## config.mk

```make
export PLATFORM = sky130hd
export DESIGN_NAME = mem_arbiter
export DESIGN_NICKNAME = d
export VERILOG_FILES = /design/src/rtl/mem_arbiter.sv
export SDC_FILE = /design/constraint.sdc
export NUM_CORES = 1
export LEC_CHECK = 0
export BUFFER_PORTS_ARGS = -buffer_cell sky130_fd_sc_hd__buf_4
export CORE_AREA = 2 2 342 344
export CTS_CLUSTER_SIZE = 30
export DETAILED_ROUTE_END_ITERATION = 8
export DIE_AREA = 0 0 344 346
export GPL_TIMING_DRIVEN = 0
export PLACE_DENSITY = 0.37
export SLEW_MARGIN = 20
export SYNTH_ARGS = -nofsm -noshare
export SYNTH_HDL_FRONTEND = slang
export SYNTH_SLANG_ARGS = --single-unit
```

## constraint.sdc

```tcl
create_clock -name clk -period 3.4 [get_ports clk]
set_input_delay 0.51 -clock clk [delete_from_list [all_inputs] [get_ports clk]]
set_output_delay 0.51 -clock clk [all_outputs]
set_load 0.03 [all_outputs]
```

## src/rtl/mem_arbiter.sv

```systemverilog
// -----------------------------------------------------------------------------
// mem_arbiter
//   Shares the single-ported main-memory line interface between the icache and
//   the dcache. Round-robin grant, one outstanding memory transaction at a time.
//   The winning request is latched and held toward memory until mem_ack_i; the
//   ack and read line are then steered back to the owner in the same cycle.
//
// Ports
//   clk, rst_n                 clock, asynchronous active-low reset
//   icache_req_i/addr/wen/wdata  icache line request (held until icache_ack_o)
//   icache_rdata_o, icache_ack_o read line and one-cycle completion to icache
//   dcache_req_i/addr/wen/wdata  dcache line request (held until dcache_ack_o)
//   dcache_rdata_o, dcache_ack_o read line and one-cycle completion to dcache
//   mem_req_o/addr/wen/wdata     latched request toward main memory
//   mem_rdata_i, mem_ack_i       memory read line and one-cycle completion
// -----------------------------------------------------------------------------
module mem_arbiter #(
    parameter int unsigned ADDR_WIDTH = 32,
    parameter int unsigned LINE_WIDTH = 128
) (
    input  logic                  clk,
    input  logic                  rst_n,

    input  logic                  icache_req_i,
    input  logic [ADDR_WIDTH-1:0] icache_addr_i,
    input  logic                  icache_wen_i,
    input  logic [LINE_WIDTH-1:0] icache_wdata_i,
    output logic [LINE_WIDTH-1:0] icache_rdata_o,
    output logic                  icache_ack_o,

    input  logic                  dcache_req_i,
    input  logic [ADDR_WIDTH-1:0] dcache_addr_i,
    input  logic                  dcache_wen_i,
    input  logic [LINE_WIDTH-1:0] dcache_wdata_i,
    output logic [LINE_WIDTH-1:0] dcache_rdata_o,
    output logic                  dcache_ack_o,

    output logic                  mem_req_o,
    output logic [ADDR_WIDTH-1:0] mem_addr_o,
    output logic                  mem_wen_o,
    output logic [LINE_WIDTH-1:0] mem_wdata_o,
    input  logic [LINE_WIDTH-1:0] mem_rdata_i,
    input  logic                  mem_ack_i
);

    typedef enum logic [1:0] {
        IDLE  = 2'd0,
        GNT_I = 2'd1,
        GNT_D = 2'd2
    } state_e;

    typedef enum logic {
        MST_I = 1'b0,
        MST_D = 1'b1
    } master_e;

    // Memory command payload as latched toward main memory
    typedef struct packed {
        logic [ADDR_WIDTH-1:0] addr;
        logic                  wen;
        logic [LINE_WIDTH-1:0] wdata;
    } line_cmd_t;

    state_e                  state_q, state_d;
    master_e                 last_grant_q, last_grant_d;
    logic                    mem_req_q, mem_req_d;
    line_cmd_t               mem_cmd_q, mem_cmd_d;
    logic [LINE_WIDTH-1:0]   icache_rdata_q, icache_rdata_d;
    logic [LINE_WIDTH-1:0]   dcache_rdata_q, dcache_rdata_d;

    line_cmd_t               icache_cmd_c;
    line_cmd_t               dcache_cmd_c;
    logic                    grant_i_c;
    logic                    grant_d_c;
    logic                    ack_i_c;
    logic                    ack_d_c;

    // Pack requester inputs into command payloads
    always_comb begin
        icache_cmd_c       = '0;
        icache_cmd_c.addr  = icache_addr_i;
        icache_cmd_c.wen   = icache_wen_i;
        icache_cmd_c.wdata = icache_wdata_i;
        dcache_cmd_c       = '0;
        dcache_cmd_c.addr  = dcache_addr_i;
        dcache_cmd_c.wen   = dcache_wen_i;
        dcache_cmd_c.wdata = dcache_wdata_i;
    end

    // Round-robin pick: on a tie the master that did not win last time goes
    always_comb begin
        grant_i_c = 1'b0;
        grant_d_c = 1'b0;
        if (icache_req_i && dcache_req_i) begin
            if (last_grant_q == MST_D) begin
                grant_i_c = 1'b1;
            end else begin
                grant_d_c = 1'b1;
            end
        end else begin
            grant_i_c = icache_req_i;
            grant_d_c = dcache_req_i;
        end
    end

    // Memory completion only counts while a grant is outstanding
    always_comb begin
        ack_i_c = 1'b0;
        ack_d_c = 1'b0;
        if (state_q == GNT_I) begin
            ack_i_c = mem_ack_i;
        end
        if (state_q == GNT_D) begin
            ack_d_c = mem_ack_i;
        end
    end

    // Next-state and latched-field logic
    always_comb begin
        state_d        = state_q;
        last_grant_d   = last_grant_q;
        mem_req_d      = mem_req_q;
        mem_cmd_d      = mem_cmd_q;
        icache_rdata_d = icache_rdata_q;
        dcache_rdata_d = dcache_rdata_q;

        unique case (state_q)
            IDLE: begin
                mem_req_d = 1'b0;
                if (grant_i_c) begin
                    state_d      = GNT_I;
                    last_grant_d = MST_I;
                    mem_req_d    = 1'b1;
                    mem_cmd_d    = icache_cmd_c;
                end else if (grant_d_c) begin
                    state_d      = GNT_D;
                    last_grant_d = MST_D;
                    mem_req_d    = 1'b1;
                    mem_cmd_d    = dcache_cmd_c;
                end
            end
            GNT_I: begin
                // Requester inputs are deliberately ignored until memory acks
                if (mem_ack_i) begin
                    state_d        = IDLE;
                    mem_req_d      = 1'b0;
                    icache_rdata_d = mem_rdata_i;
                end
            end
            GNT_D: begin
                if (mem_ack_i) begin
                    state_d        = IDLE;
                    mem_req_d      = 1'b0;
                    dcache_rdata_d = mem_rdata_i;
                end
            end
            default: begin
                state_d   = IDLE;
                mem_req_d = 1'b0;
            end
        endcase
    end

    // State and datapath registers
    always_ff @(posedge clk or negedge rst_n) begin
        if (!rst_n) begin
            state_q        <= IDLE;
            last_grant_q   <= MST_D;
            mem_req_q      <= 1'b0;
            mem_cmd_q      <= '0;
            icache_rdata_q <= '0;
            dcache_rdata_q <= '0;
        end else begin
            state_q        <= state_d;
            last_grant_q   <= last_grant_d;
            mem_req_q      <= mem_req_d;
            mem_cmd_q      <= mem_cmd_d;
            icache_rdata_q <= icache_rdata_d;
            dcache_rdata_q <= dcache_rdata_d;
        end
    end

    // Memory side is purely registered
    assign mem_req_o   = mem_req_q;
    assign mem_addr_o  = mem_cmd_q.addr;
    assign mem_wen_o   = mem_cmd_q.wen;
    assign mem_wdata_o = mem_cmd_q.wdata;

    // Ack and read line reach the owner in the memory ack cycle; otherwise the
    // last delivered line is held
    assign icache_ack_o   = ack_i_c;
    assign dcache_ack_o   = ack_d_c;
    assign icache_rdata_o = ack_i_c ? mem_rdata_i : icache_rdata_q;
    assign dcache_rdata_o = ack_d_c ? mem_rdata_i : dcache_rdata_q;

endmodule
```

# ---- After elaboration in Yosys (flattened, before gate mapping)
# Index checks and enable logic that the tools add are counted.
dict set report op_classes {
  eq_ne 4
  mux 20
  reduce_logical 8
}
# op count
set ops {}
lappend ops {{$mux 161} 2}
lappend ops {{$mux 128} 2}
lappend ops {{$mux 1} 11}
lappend ops {{$reduce_and 2->1} 4}
lappend ops {{$mux 2} 3}
lappend ops {{$pmux 2 s2} 1}
lappend ops {{$ne 3x3->1 const B} 1}
lappend ops {{$eq 2x1->1 const B} 1}
lappend ops {{$eq 2x2->1 const B} 1}
lappend ops {{$logic_not 2->1} 1}
lappend ops {{$ne 2x1->1 const B} 1}
lappend ops {{$pmux 1 s2} 1}
lappend ops {{$reduce_bool 2->1} 1}
lappend ops {{$reduce_or 2->1} 1}
lappend ops {{$logic_and 1x1->1} 1}
dict set report word_totals {
  regBits 421
  input_bits 455
  output_inout_bits 420
}

# ---- Depth between registers and ports, before layout
# Gate-level depths: netlist of the first run.
dict set report depth {
  ltp_word 5
  mapped_depth 8
  mapped_depth_nobuf 5
}

# ---- Least setup slack after synthesis of the first run
# OpenSTA, ideal clock, no wires.
dict set report synth_timing {
  path_type {register to output}
  startpoint {register state_q[0]}
  endpoint {output dcache_rdata_o[100]}
  t_arrival_ns 1.517
  t_required_ns 2.890
  path_slack_ns 1.373
  stages_incl_launch_ff 7
  path_buffers 2
  path_cell_list {dfrtp_1 -> inv_1 -> ha_1 -> nand2_1 -> buf_2 -> buf_2 -> mux2_2}
}
dict set report synth_between {
  elab_chain_cells 3
}
# element line
set synth_lines {}
lappend synth_lines {{from (decl)} 64} ;# state_e state_q, state_d;
lappend synth_lines {{from (signal assigned)} 174} ;# state_q <= state_d;
lappend synth_lines {{$eq 2x2->1} 113} ;# if (state_q == GNT_D) begin
lappend synth_lines {{$mux 1} 113}
lappend synth_lines {{$mux 128} 194} ;# assign dcache_rdata_o = ack_d_c ? mem_rdata_i : dcache_rdata_q;
lappend synth_lines {{to (decl)} 35} ;# output logic [LINE_WIDTH-1:0] dcache_rdata_o,
# No other way between the ends.

# ---- Worst setup path in the final report of the first run
dict set report layout_timing {
  startpoint {register state_q[1]}
  endpoint {output icache_rdata_o[126]}
}
dict set report layout_between {
  elab_chain_cells 3
}
# element line
set layout_lines {}
lappend layout_lines {{$eq 2x1->1} 110} ;# if (state_q == GNT_I) begin
lappend layout_lines {{$mux 1} 110}
lappend layout_lines {{$mux 128} 193} ;# assign icache_rdata_o = ack_i_c ? mem_rdata_i : icache_rdata_q;
lappend layout_lines {{to (decl)} 28} ;# output logic [LINE_WIDTH-1:0] icache_rdata_o,
# No other way between the ends.

==> key figures, run 1 <==
STA
  • Tmin final: 3.21 ns
  • Pins over their slew limit: 0
  • Achievable clock frequency: 311 MHz
  • Final period util: 0.945
  • Worst slew pin tran: 0.757 ns
  • RSZ-0062 raised after global routing: true
  • Final setup viols: 0
  • Final clock skew: 0.0157 ns
  • Rel. slew slack: 0.495
  • Final WS setup: 0.186 ns
  • Final Hold Vio Count: 0
  • Worst Hold Slack: approximately 0.12 ns

Yosys
  • Synth warnings: 0
  • Net Count, Synth: 2,080
  • Post-synthesis sequential area ratio: 0.554
  • Synthesized cell area: 0.0190 mm²
  • Syn_area_per_cell: 11.7 µm²
  • Synth unique cells: 24
  • Cells after synthesis: 1,621
  • Yosys reg bits: 421

Pwr
  • Max VDD drop: 0.356 mV
  • Cell Pwr Density: 1130 mW/mm²
  • LEAKAGE: ~0.013 µW

GRT
  • Vias in the first global route: about 18,000
  • GR Overflow Total: 0
  • Global Route Usage Sum: 0.159
  • Largest net degree at the start of global routing: 89
  • Initial antenna violation count: 8
  • First-pass GRT wire length: 138 mm

Floorplanning
  • Die footprint: 0.119 mm²
  • Starting Density: 0.165
  • Rows: between 100 and 150
  • Top-level I/O count: roughly 880
  • Core area: between 0.1 and 0.15 mm²
  • Die W: approximately 340 µm
  • Die H: around 350 µm

Setup path
  • Worst r2r dst: dcache_rdata_q[56]
  • CP endpoint kind: output port
  • Slowest cell on the critical path: mux2_2
  • WP data arrival: 2.70 ns
  • WS Path Type: flop to output port
  • Worst r2r path cells: 6
  • Most used cell, CP: buf_4
  • Worst Setup Start Kind: flop
  • Worst R2R Setup Slack: between 1 and 1.5 ns
  • CP required: 2.89 ns
  • R2R Path Start: state_q[0]
  • CP Cell Sequence: inv_1 > ha_1 > nand2_1 > buf_4 > buf_2 > mux2_2 > buf_4
  • Worst-path fanout max: 10
  • Crit-path max cell delay: 0.41 ns

Place
  • HPWL after DPL: 80.7 mm
  • Port-buffer cells: 874
  • GPL Wtd Cong: 0.889
  • Worst slack at placement: about 0.39 ns

Route
  • WL final: 99.0 mm
  • TritonRoute pass-1 iters: 5
  • Post-DR wirelength/cell: 24.0 µm
  • DRC: 0
  • DRT antenna net count: 0
  • Routed vias/inst: 4.15
  • Initial DRC Count: 815
  • DR vias: 17,100

Run
  • Max_cap viols: 0

Hold path
  • Hold Path Class: input pin to flop
  • Hold endpoint: dcache_rdata_q[0]
  • Hold Crit Start: mem_rdata_i[0]
  • WHS Path Cells: 2

Clocking
  • CTS root buf: clkbuf_16
  • TritonCTS clock tree: yes
  • Sink Count: 421
  • Buffer depth of the longest clock path: 3
  • # Post-CTS Setup Buffers: 0
  • Reg clk slew, reported paths: 0.06 ns
  • CTS buffer count: 55
  • Depth of the CTS H-tree: 2
  • Later-pin clock latency in the skew report: 0.64 ns

Final layout
  • Fill count: between 10,000 and 15,000
  • Synthesis-to-finish area growth: 54.9%
  • Final Net Count: 3,017
  • Share of layout cells above drive strength 1: 0.559

Outcome
  • Status: completed
-- critical path: cells and delay by family, from the launching register on --
kind | cells | cell delay [ns]
buf+inv | 4 | 0.87
mux | 1 | 0.41
flops | 1 | 0.34
simple gates | 1 | 0.25
fa+ha+maj | 1 | 0.18
-- layout by cell type, fill, tap and decap left out, drive strengths merged --
cell,synthesis,routed
buf,111,988
dfrtp,420,420
mux2,384,384
nand3,162,162
nor2,162,162
a31oi,162,162
o21ai,162,162
clkbuf,38,129
inv,5,9
diode,0,4
ha,4,4
clkinv,0,3
nor2b,2,2
a21oi,2,2
mux2i,2,2
bufinv,0,2
clkinvlp,0,2
nand2,2,2
o21a,1,1
nand2b,1,1
dlygate4sd3,0,1
dfstp,1,1
-- how the worst max path moves through the flow --
stage | end | startpoint | slack, ns
floorplan | dcache_rdata_o[100] | state_q[0] | 1.37
global placement | mem_wdata_o[63] | rst_n | -2.97
detailed placement | icache_rdata_o[62] | mem_ack_i | 0.39
CTS | dcache_rdata_o[117] | state_q[0] | -0.002
global route | icache_rdata_o[126] | state_q[1] | -0.01
finish | icache_rdata_o[126] | state_q[1] | 0.19
-- cells in the mapped netlist (all sizes together) --
cell | count | area (µm²)
dfstp | 1 | 26.3
a21oi | 2 | 10.0
o21ai | 162 | 811
nand3 | 162 | 811
dfrtp | 420 | 10500
clkbuf | 38 | 149
buf | 111 | 627
a31oi | 162 | 1010
nor2b | 2 | 12.5
o21a | 1 | 7.51
inv | 5 | 18.8
nand2b | 1 | 6.26
mux2 | 384 | 4320
ha | 4 | 50.1
mux2i | 2 | 20.0
nand2 | 2 | 7.51
nor2 | 162 | 608
-- timing repair --
action,in CTS,in global routing
pin swaps,0,0
hold endpoints to repair,48,0
setup endpoints to repair,238,75
hold buffers,1,0
gates resized for setup,15,3
-- logic make-up after synthesis --
kind of cell | synth area share
flops | 0.554
mux | 0.228
simple gates | 0.0760
compound gates | 0.0969
buf+inv | 0.0418
fa+ha+maj | 0.00263
-- per-layer routing --
metal  routed length [µm]  vias to the layer above  part of all wire  track usage
li1                     -                     7755                 -            -
met1                39600                     8528              0.40        0.188
met2                48000                      716              0.48        0.273
met3                 8600                      131             0.087       0.0536
met4                 2810                        6             0.028       0.0447
met5                   44                        -           0.00044            0
-- through the flow --
step	util	total power [µW]	TNS, ns	instance area (µm²)	instances
floorplan	-	19500	0	19000	1621
global placement	0.238	27600	-1205.68	27500	4019
detailed placement	0.239	27700	0	27600	4024
CTS	0.255	33700	-0.00191	29400	4125
global route	0.255	34900	-0.0113	29400	4126
finish	0.255	33200	0	29500	4129
-- registers in the layout, indices dropped and copies added (netlist names) --
| name | flops |
|---|---|
| dcache_rdata_q | 128 |
| mem_req_o | 1 |
| state_q | 2 |
| mem_wdata_o | 128 |
| mem_wen_o | 1 |
| last_grant_q | 1 |
| icache_rdata_q | 128 |
| mem_addr_o | 32 |
-- cell type report --
cell class	count	area (µm²)	area share
buffer	149	821	0.0279
antenna	4	10.0	0.000340
multi-input combinational	1046	7680	0.261
clock inverter	11	148	0.00501
inverter	5	18.8	0.000637
tap	1524	1910	0.0647
timing repair buffer	880	6720	0.228
sequential	421	10500	0.358
clock buffer	89	1610	0.0548
-- power by group --
group / leakage (µW) / switching [µW] / internal, µW / total [µW]
Combinational: 0.00745 / 11500 / 6980 / 18500
Clock: 0.000853 / 2410 / 3390 / 5800
Sequential: 0.00489 / 1300 / 7580 / 8870
Power figures use the tool's default switching activity.
==> inputs of run 2 (changes only) <==
CORE_AREA = 2 2 343 345   (was 2 2 342 344)
DIE_AREA = 0 0 345 347   (was 0 0 344 346)
REMOVE_ABC_BUFFERS = 1   (was default)
==> key figures, run 2 (synthesis results as in run 1) <==
Outcome
  • Status: completed (unchanged)

STA
  • Final Hold Vio Count: 0 (unchanged)
  • Worst Hold Slack: 0.123 ns (was 0.119 ns)
  • Final period util: 0.952 (was 0.945)
  • Achievable clock frequency: 309 MHz (was 311 MHz)
  • Final setup viols: 0 (unchanged)
  • Final clock skew: 0.0200 ns (was 0.0157 ns)
  • RSZ-0062 raised after global routing: false (was true)
  • Setup tns final: 0 ns (unchanged)
  • Pins over their slew limit: 0 (unchanged)
  • Worst slew pin tran: 0.698 ns (was 0.757 ns)
  • Rel. slew slack: 0.535 (was 0.495)
  • Tmin final: 3.24 ns (was 3.21 ns)

Clocking
  • Buffer depth of the longest clock path: 3 (unchanged)
  • Sink Count: 421 (unchanged)
  • Later-pin clock latency in the skew report: 0.64 ns (about the same)
  • TritonCTS clock tree: yes (unchanged)
  • Depth of the CTS H-tree: 2 (unchanged)
  • Reg clk slew, reported paths: 0.06 ns (about the same)
  • CTS buffer count: 55 (unchanged)
  • CTS root buf: clkbuf_16 (unchanged)

Place
  • HPWL after DPL: 68.3 mm (was 80.7 mm)
  • Placed insts: 3,898 (was 4,024)
  • Port-buffer cells: 874 (unchanged)
  • GPL Wtd Cong: 0.807 (was 0.889)

Floorplanning
  • Die W: 345 µm (was 344 µm)
  • Starting Density: 0.164 (was 0.165)
  • Die H: 347 µm (was 346 µm)
  • Core area: 0.116 mm² (was 0.115 mm²)
  • Die footprint: 0.120 mm² (was 0.119 mm²)
  • Rows: 125 (unchanged)
  • Top-level I/O count: 875 (unchanged)

Final layout
  • Commonest cells after routing, fill and taps aside: buf_4, dfrtp_1, mux2_2 (unchanged)
  • Share of layout cells above drive strength 1: 0.558 (was 0.559)
  • Fill count: 12,400 (about the same)
  • Area occupied by multi-input gates: 0.00775 mm² (was 0.00768 mm²)
  • Layout Cells excl Fill: 4,007 (was 4,129)
  • Commonest non-fill, non-tap cell in the layout: buf_4 (unchanged)
  • Sequential cell area: 0.0105 mm² (unchanged)
  • Synthesis-to-finish area growth: 54.5% (was 54.9%)
  • Final Net Count: 2,898 (was 3,017)

Setup path
  • WP data arrival: 2.73 ns (was 2.70 ns)
  • Worst R2R Setup Slack: 1.35 ns (was 1.20 ns)
  • Crit path from: state_q[1] (unchanged)
  • Worst Setup Start Kind: flop (unchanged)
  • CP endpoint kind: output port (unchanged)
  • CP required: 2.89 ns (about the same)
  • Worst-path fanout max: 46 (was 10)
  • Worst r2r path cells: 6 (unchanged)
  • WS Path Type: flop to output port (unchanged)
  • R2R Path Start: state_q[1] (was state_q[0])

GRT
  • First-pass GRT wire length: 127 mm (was 138 mm)
  • Initial antenna violation count: 20 (was 8)
  • GR Overflow Total: 0 (unchanged)
  • Vias in the first global route: 17,100 (was 18,100)
  • Largest net degree at the start of global routing: 96 (was 89)
  • Global Route Usage Sum: 0.143 (was 0.159)

Pwr
  • Cell Pwr Density: 1120 mW/mm² (was 1130 mW/mm²)
  • LEAKAGE: 0.0131 µW (was 0.0132 µW)
  • Max VDD drop: 0.487 mV (was 0.356 mV)

Hold path
  • Hold Crit Start: mem_rdata_i[65] (was mem_rdata_i[0])
  • Hold Path Class: input pin to flop (unchanged)
  • WHS Path Cells: 2 (unchanged)

Route
  • DRC: 0 (unchanged)
  • DRT antenna net count: 0 (unchanged)
  • WL final: 88.3 mm (was 99.0 mm)
  • Routed vias/inst: 4.09 (was 4.15)
  • Initial DRC Count: 749 (was 815)
  • TritonRoute pass-1 iters: 5 (unchanged)
  • Post-DR wirelength/cell: 22.0 µm (was 24.0 µm)
  • DR vias: 16,400 (was 17,100)

Run
  • Max_cap viols: 0 (unchanged)
==> run 2: timing repair <==
action                     CTS  global route
setup buffers                5             0
hold endpoints to repair    88             0
gates resized for setup      4             1
pin swaps                    2             0
hold buffers                 1             0
setup endpoints to repair  131            37
cloned                       2             0
==> run 2: worst max-delay path, cell delays in order, from the launching register on <==
cell     delay (ns)
dfrtp_1        0.36
inv_1          0.10
ha_2           0.22
nand2_8        0.21
buf_16         0.26
buf_16         0.29
mux2_2         0.39
buf_4          0.18
==> run 2: layout make-up <==
cell class / instances / area share
clock buffer: 84 / 0.0554
antenna: 2 / 0.000170
multi-input combinational: 1047 / 0.264
tap: 1524 / 0.0649
timing repair buffer: 909 / 0.250
clock inverter: 15 / 0.00605
sequential: 421 / 0.359
inverter: 5 / 0.000895
==> run 2: final timing paths <==
check	endpoint
max	icache_rdata_o[4]
max reg2reg	icache_rdata_q[17]
min	dcache_rdata_q[65]
min reg2reg	icache_rdata_q[97]
min in group asynchronous	icache_rdata_q[113]
max in group asynchronous	mem_wdata_o[86]
==> run 2: report_power, final <==
part	switching [µW]	internal, µW
combinational	11200	7040
sequential	1220	7570
clock	2380	3500
==> run 2: layer usage <==
metal | vias to the layer above | track usage | routed length, µm
li1 | 7511 | - | -
met1 | 8061 | 0.170 | 35500
met2 | 693 | 0.242 | 42700
met3 | 111 | 0.0568 | 8170
met4 | 20 | 0.0302 | 1760
met5 | - | 0 | 126
==> run 2: metrics by stage <==
step                setup WS [ns]  utilization  instance area [µm²]  total power (µW)
finish                      0.163        0.254                29400             32900
global route              0.00698        0.254                29400             34700
CTS                       0.00942        0.254                29400             33500
detailed placement          0.552        0.237                27400             27300
global placement            -9.35        0.231                26700             24900
floorplan                   -4.43            -                18200             19500
==> inputs of run 3 (changes only) <==
ABC_AREA = 1   (was default)
ABC_CLOCK_PERIOD_IN_PS = 3400   (was default)
CORE_AREA = 2 2 345 347   (was 2 2 343 345)
DIE_AREA = 0 0 347 349   (was 0 0 345 347)
==> key figures, run 3 <==
STA
  • RSZ-0062 raised after global routing: true (was false)
  • Worst slew pin tran: 0.711 ns (was 0.698 ns)
  • Final Hold Vio Count: 0 (unchanged)
  • Final WS setup: 0.140 ns (was 0.163 ns)
  • Tmin final: 3.26 ns (was 3.24 ns)
  • Final setup viols: 0 (unchanged)
  • Final period util: 0.959 (was 0.952)
  • Worst Hold Slack: 0.165 ns (was 0.123 ns)
  • Final clock skew: 0.0175 ns (was 0.0200 ns)
  • Achievable clock frequency: 307 MHz (was 309 MHz)
  • Pins over their slew limit: 0 (unchanged)
  • Rel. slew slack: 0.525 (was 0.535)

Pwr
  • Cell Pwr Density: 1080 mW/mm² (was 1120 mW/mm²)
  • Share of power burned in registers: 0.254 (was 0.267)
  • Clock Power Share: 0.195 (was 0.179)
  • Switching power share of the total: 0.476 (was 0.450)
  • Switch Pwr: 15,600 µW (was 14,800 µW)
  • Comb pwr share: 0.551 (was 0.554)
  • Final Total Pwr: 32,800 µW (was 32,900 µW)
  • LEAKAGE: 0.0168 µW (was 0.0131 µW)
  • Max VDD drop: 0.382 mV (was 0.487 mV)
  • Internal Power: 17,200 µW (was 18,100 µW)

Floorplanning
  • Die W: 347 µm (was 345 µm)
  • Top-level I/O count: 875 (unchanged)
  • Starting Density: 0.165 (was 0.164)
  • Die footprint: 0.121 mm² (was 0.120 mm²)
  • Die H: 349 µm (was 347 µm)
  • Core area: 0.117 mm² (was 0.116 mm²)
  • Rows: 126 (was 125)

Yosys
  • Yosys reg bits: 421 (unchanged)
  • Cell taking the most area after synthesis: dfrtp_1 (unchanged)
  • Syn_area_per_cell: 7.75 µm² (was 11.7 µm²)
  • Ys flop type: dfrtp_1 (unchanged)
  • Synth top area share: 0.543 (was 0.553)
  • Cells after synthesis: 2,501 (was 1,621)
  • Synth area leaders: dfrtp_1, nand2_1, o21ai_0 (was dfrtp_1, mux2_2, a31oi_1)
  • Ys async rst share: 1.00 (unchanged)
  • EDFF count, synth: 0 (unchanged)
  • Synth warnings: 0 (unchanged)
  • Leading cell types by count after synthesis: nand2_1, inv_1, dfrtp_1 (was dfrtp_1, mux2_2, a31oi_1, nand3_1, nor2_1)
  • Post-synthesis sequential area ratio: 0.544 (was 0.554)
  • Synthesized cell area: 0.0194 mm² (was 0.0190 mm²)
  • Cell with the most instances after synthesis: nand2_1 (was dfrtp_1)
  • Synth unique cells: 19 (was 24)

Place
  • Area after DPL: 0.0279 mm² (was 0.0274 mm²)
  • GPL Wtd Cong: 0.762 (was 0.807)
  • Worst slack at placement: -0.0274 ns (was 0.552 ns)
  • HPWL after DPL: 66.1 mm (was 68.3 mm)
  • Port-buffer cells: 874 (unchanged)

Clocking
  • TritonCTS clock tree: yes (unchanged)
  • Later-pin clock latency in the skew report: 0.63 ns (was 0.64 ns)
  • Buffer depth of the longest clock path: 3 (unchanged)
  • Sink Count: 421 (unchanged)
  • Depth of the CTS H-tree: 2 (unchanged)
  • CTS root buf: clkbuf_16 (unchanged)
  • Reg clk slew, reported paths: 0.06 ns (about the same)
  • CTS buffer count: 55 (unchanged)

Setup path
  • Most used cell, CP: buf_16 (unchanged)
  • Cell family with most CP delay: buffers and inverters (unchanged)
  • Worst R2R Setup Slack: 0.24 ns (was 1.35 ns)
  • R2R Path Start: state_q[0] (was state_q[1])
  • Worst Setup Start Kind: flop (unchanged)
  • Slowest cell on the critical path: dfrtp_1 (was mux2_2)
  • WP data arrival: 2.75 ns (was 2.73 ns)
  • CP required: 2.89 ns (about the same)
  • Worst r2r path cells: 12 (was 6)
  • Worst r2r dst: mem_wdata_o[11] (was icache_rdata_q[17])
  • CP endpoint kind: output port (unchanged)
  • Worst-path fanout max: 32 (was 46)
  • Crit-path max cell delay: 0.39 ns (about the same)
  • Critical path buffer and inverter count: 6 (was 4)
  • CP Cell Sequence: inv_2 > ha_4 > nand2_8 > buf_16 > buf_16 > buf_16 > bufbuf_16 > o21ai_1 > buf_4 (was inv_1 > ha_2 > nand2_8 > buf_16 > buf_16 > mux2_2 > buf_4)
  • WS Path Type: flop to output port (unchanged)

Outcome
  • Status: completed (unchanged)

Final layout
  • Synthesis-to-finish area growth: 56.4% (was 54.5%)
  • Final standard cell utilization of the core: 0.258 (was 0.254)
  • Fill count: 13,000 (was 12,400)
  • Commonest cells after routing, fill and taps aside: buf_4, nand2_1, inv_1 (was buf_4, dfrtp_1, mux2_2)
  • Commonest non-fill, non-tap cell in the layout: buf_4 (unchanged)
  • Final Net Count: 3,777 (was 2,898)
  • Fin area: 0.0303 mm² (was 0.0294 mm²)
  • Share of layout cells above drive strength 1: 0.304 (was 0.558)

Route
  • Post-DR wirelength/cell: 19.0 µm (was 22.0 µm)
  • DR vias: 18,900 (was 16,400)
  • DRC: 0 (unchanged)
  • Initial DRC Count: 1,001 (was 749)
  • Routed vias/inst: 3.86 (was 4.09)
  • TritonRoute pass-1 iters: 5 (unchanged)
  • DRT antenna net count: 0 (unchanged)
  • WL final: 93.0 mm (was 88.3 mm)

GRT
  • Vias in the first global route: 18,400 (was 17,100)
  • Global Route Usage Sum: 0.148 (was 0.143)
  • GR Overflow Total: 0 (unchanged)
  • First-pass GRT wire length: 133 mm (was 127 mm)
  • Largest net degree at the start of global routing: 109 (was 96)
  • Initial antenna violation count: 6 (was 20)

Hold path
  • Hold Path Class: input pin to flop (unchanged)
  • Hold endpoint: mem_wdata_o[39] (was dcache_rdata_q[65])
  • Hold Crit Start: dcache_wdata_i[39] (was mem_rdata_i[65])
  • WHS Path Cells: 5 (was 2)

Run
  • Max_cap viols: 0 (unchanged)
-- run 3: cell count changes after synthesis, sizes merged, moves of 2 or more --
| cell | change |
|---|---|
| inv | +453 |
| nand2 | +747 |
| clkbuf | +41 |
| o21ai | +223 |
| a31oi | -162 |
| nor2 | -159 |
| nand3 | +161 |
| nor2b | -2 |
| buf | -34 |
| mux2i | -2 |
| mux2 | -384 |
-- run 3: cells by family after synthesis --
kind of cell               Yosys count  share of synthesized area
AOI/OAI and AO/OA                  387                      0.100
adders and majority gates            4                    0.00258
and+or+nand+nor                   1075                      0.230
buffers and inverters              614                      0.123
DFF                                421                      0.544
-- run 3: layout make-up --
| cell class | instances | area (µm²) | share of cell area |
|---|---|---|---|
| clock inverter | 23 | 342 | 0.0113 |
| antenna | 3 | 7.51 | 0.000248 |
| multi-input combinational | 1470 | 6580 | 0.217 |
| timing repair buffer | 912 | 7560 | 0.249 |
| clock buffer | 80 | 1630 | 0.0538 |
| sequential | 421 | 10500 | 0.348 |
| tap | 1536 | 1920 | 0.0634 |
| inverter | 458 | 1730 | 0.0570 |
-- run 3: worst max-delay path by stage --
stage / to / slack [ns] / depth (start not counted) / from
global route: icache_rdata_o[11] / -0.002 / 9 / state_q[1]
global placement: dcache_rdata_o[46] / -8.60 / 5 / state_q[0]
CTS: icache_rdata_o[80] / 0.002 / 9 / state_q[1]
finish: icache_rdata_o[91] / 0.14 / 9 / state_q[1]
floorplan: dcache_rdata_q[127] / -4.43 / 4 / state_q[0]
detailed placement: mem_wdata_o[38] / -0.03 / 11 / icache_req_i
-- run 3: repair_timing --
| action | in CTS | in global routing |
|---|---|---|
| hold buffers | 1 | 0 |
| buffers inserted | 2 | 1 |
| endpoints found under the hold margin | 42 | 0 |
| gates resized for setup | 40 | 2 |
| cloned | 13 | 1 |
| pin swaps | 2 | 0 |
| endpoints found under the setup margin | 113 | 36 |
-- run 3: worst reg2reg max path: stages, from the launching register on --
cell,delay [ns]
dfrtp_1,0.43
inv_1,0.17
ha_1,0.22
inv_2,0.06
nor2_4,0.56
buf_12,0.28
buf_12,0.22
buf_16,0.19
buf_16,0.18
buf_12,0.21
buf_12,0.22
nand3_1,0.24
nand2_1,0.11
-- run 3: layer usage --
metal	vias to the layer above	global-route usage	share of wire
met5	-	0	0.00041
met4	6	0.0384	0.025
met3	102	0.0504	0.082
met2	654	0.242	0.47
met1	8790	0.185	0.42
li1	9387	-	-
-- run 3: stage by stage --
| step | setup TNS, ns | instances |
|---|---|---|
| final | 0 | 4903 |
| after global routing | -0.00246 | 4902 |
| after CTS | 0 | 4898 |
| after detailed placement | -0.0530 | 4779 |
| after global placement | -5368.57 | 4755 |
| after floorplan | -1675.14 | 2345 |
-- run 3: power by group through the flow --
stage               combinational, µW  clock (µW)  sequential, µW
floorplan                        7950           0           10300
global placement                17700           0            8440
detailed placement              18000           0            8390
CTS                             18500        6680            8340
global route                    19500        6840            8580
finish                          18100        6400            8320
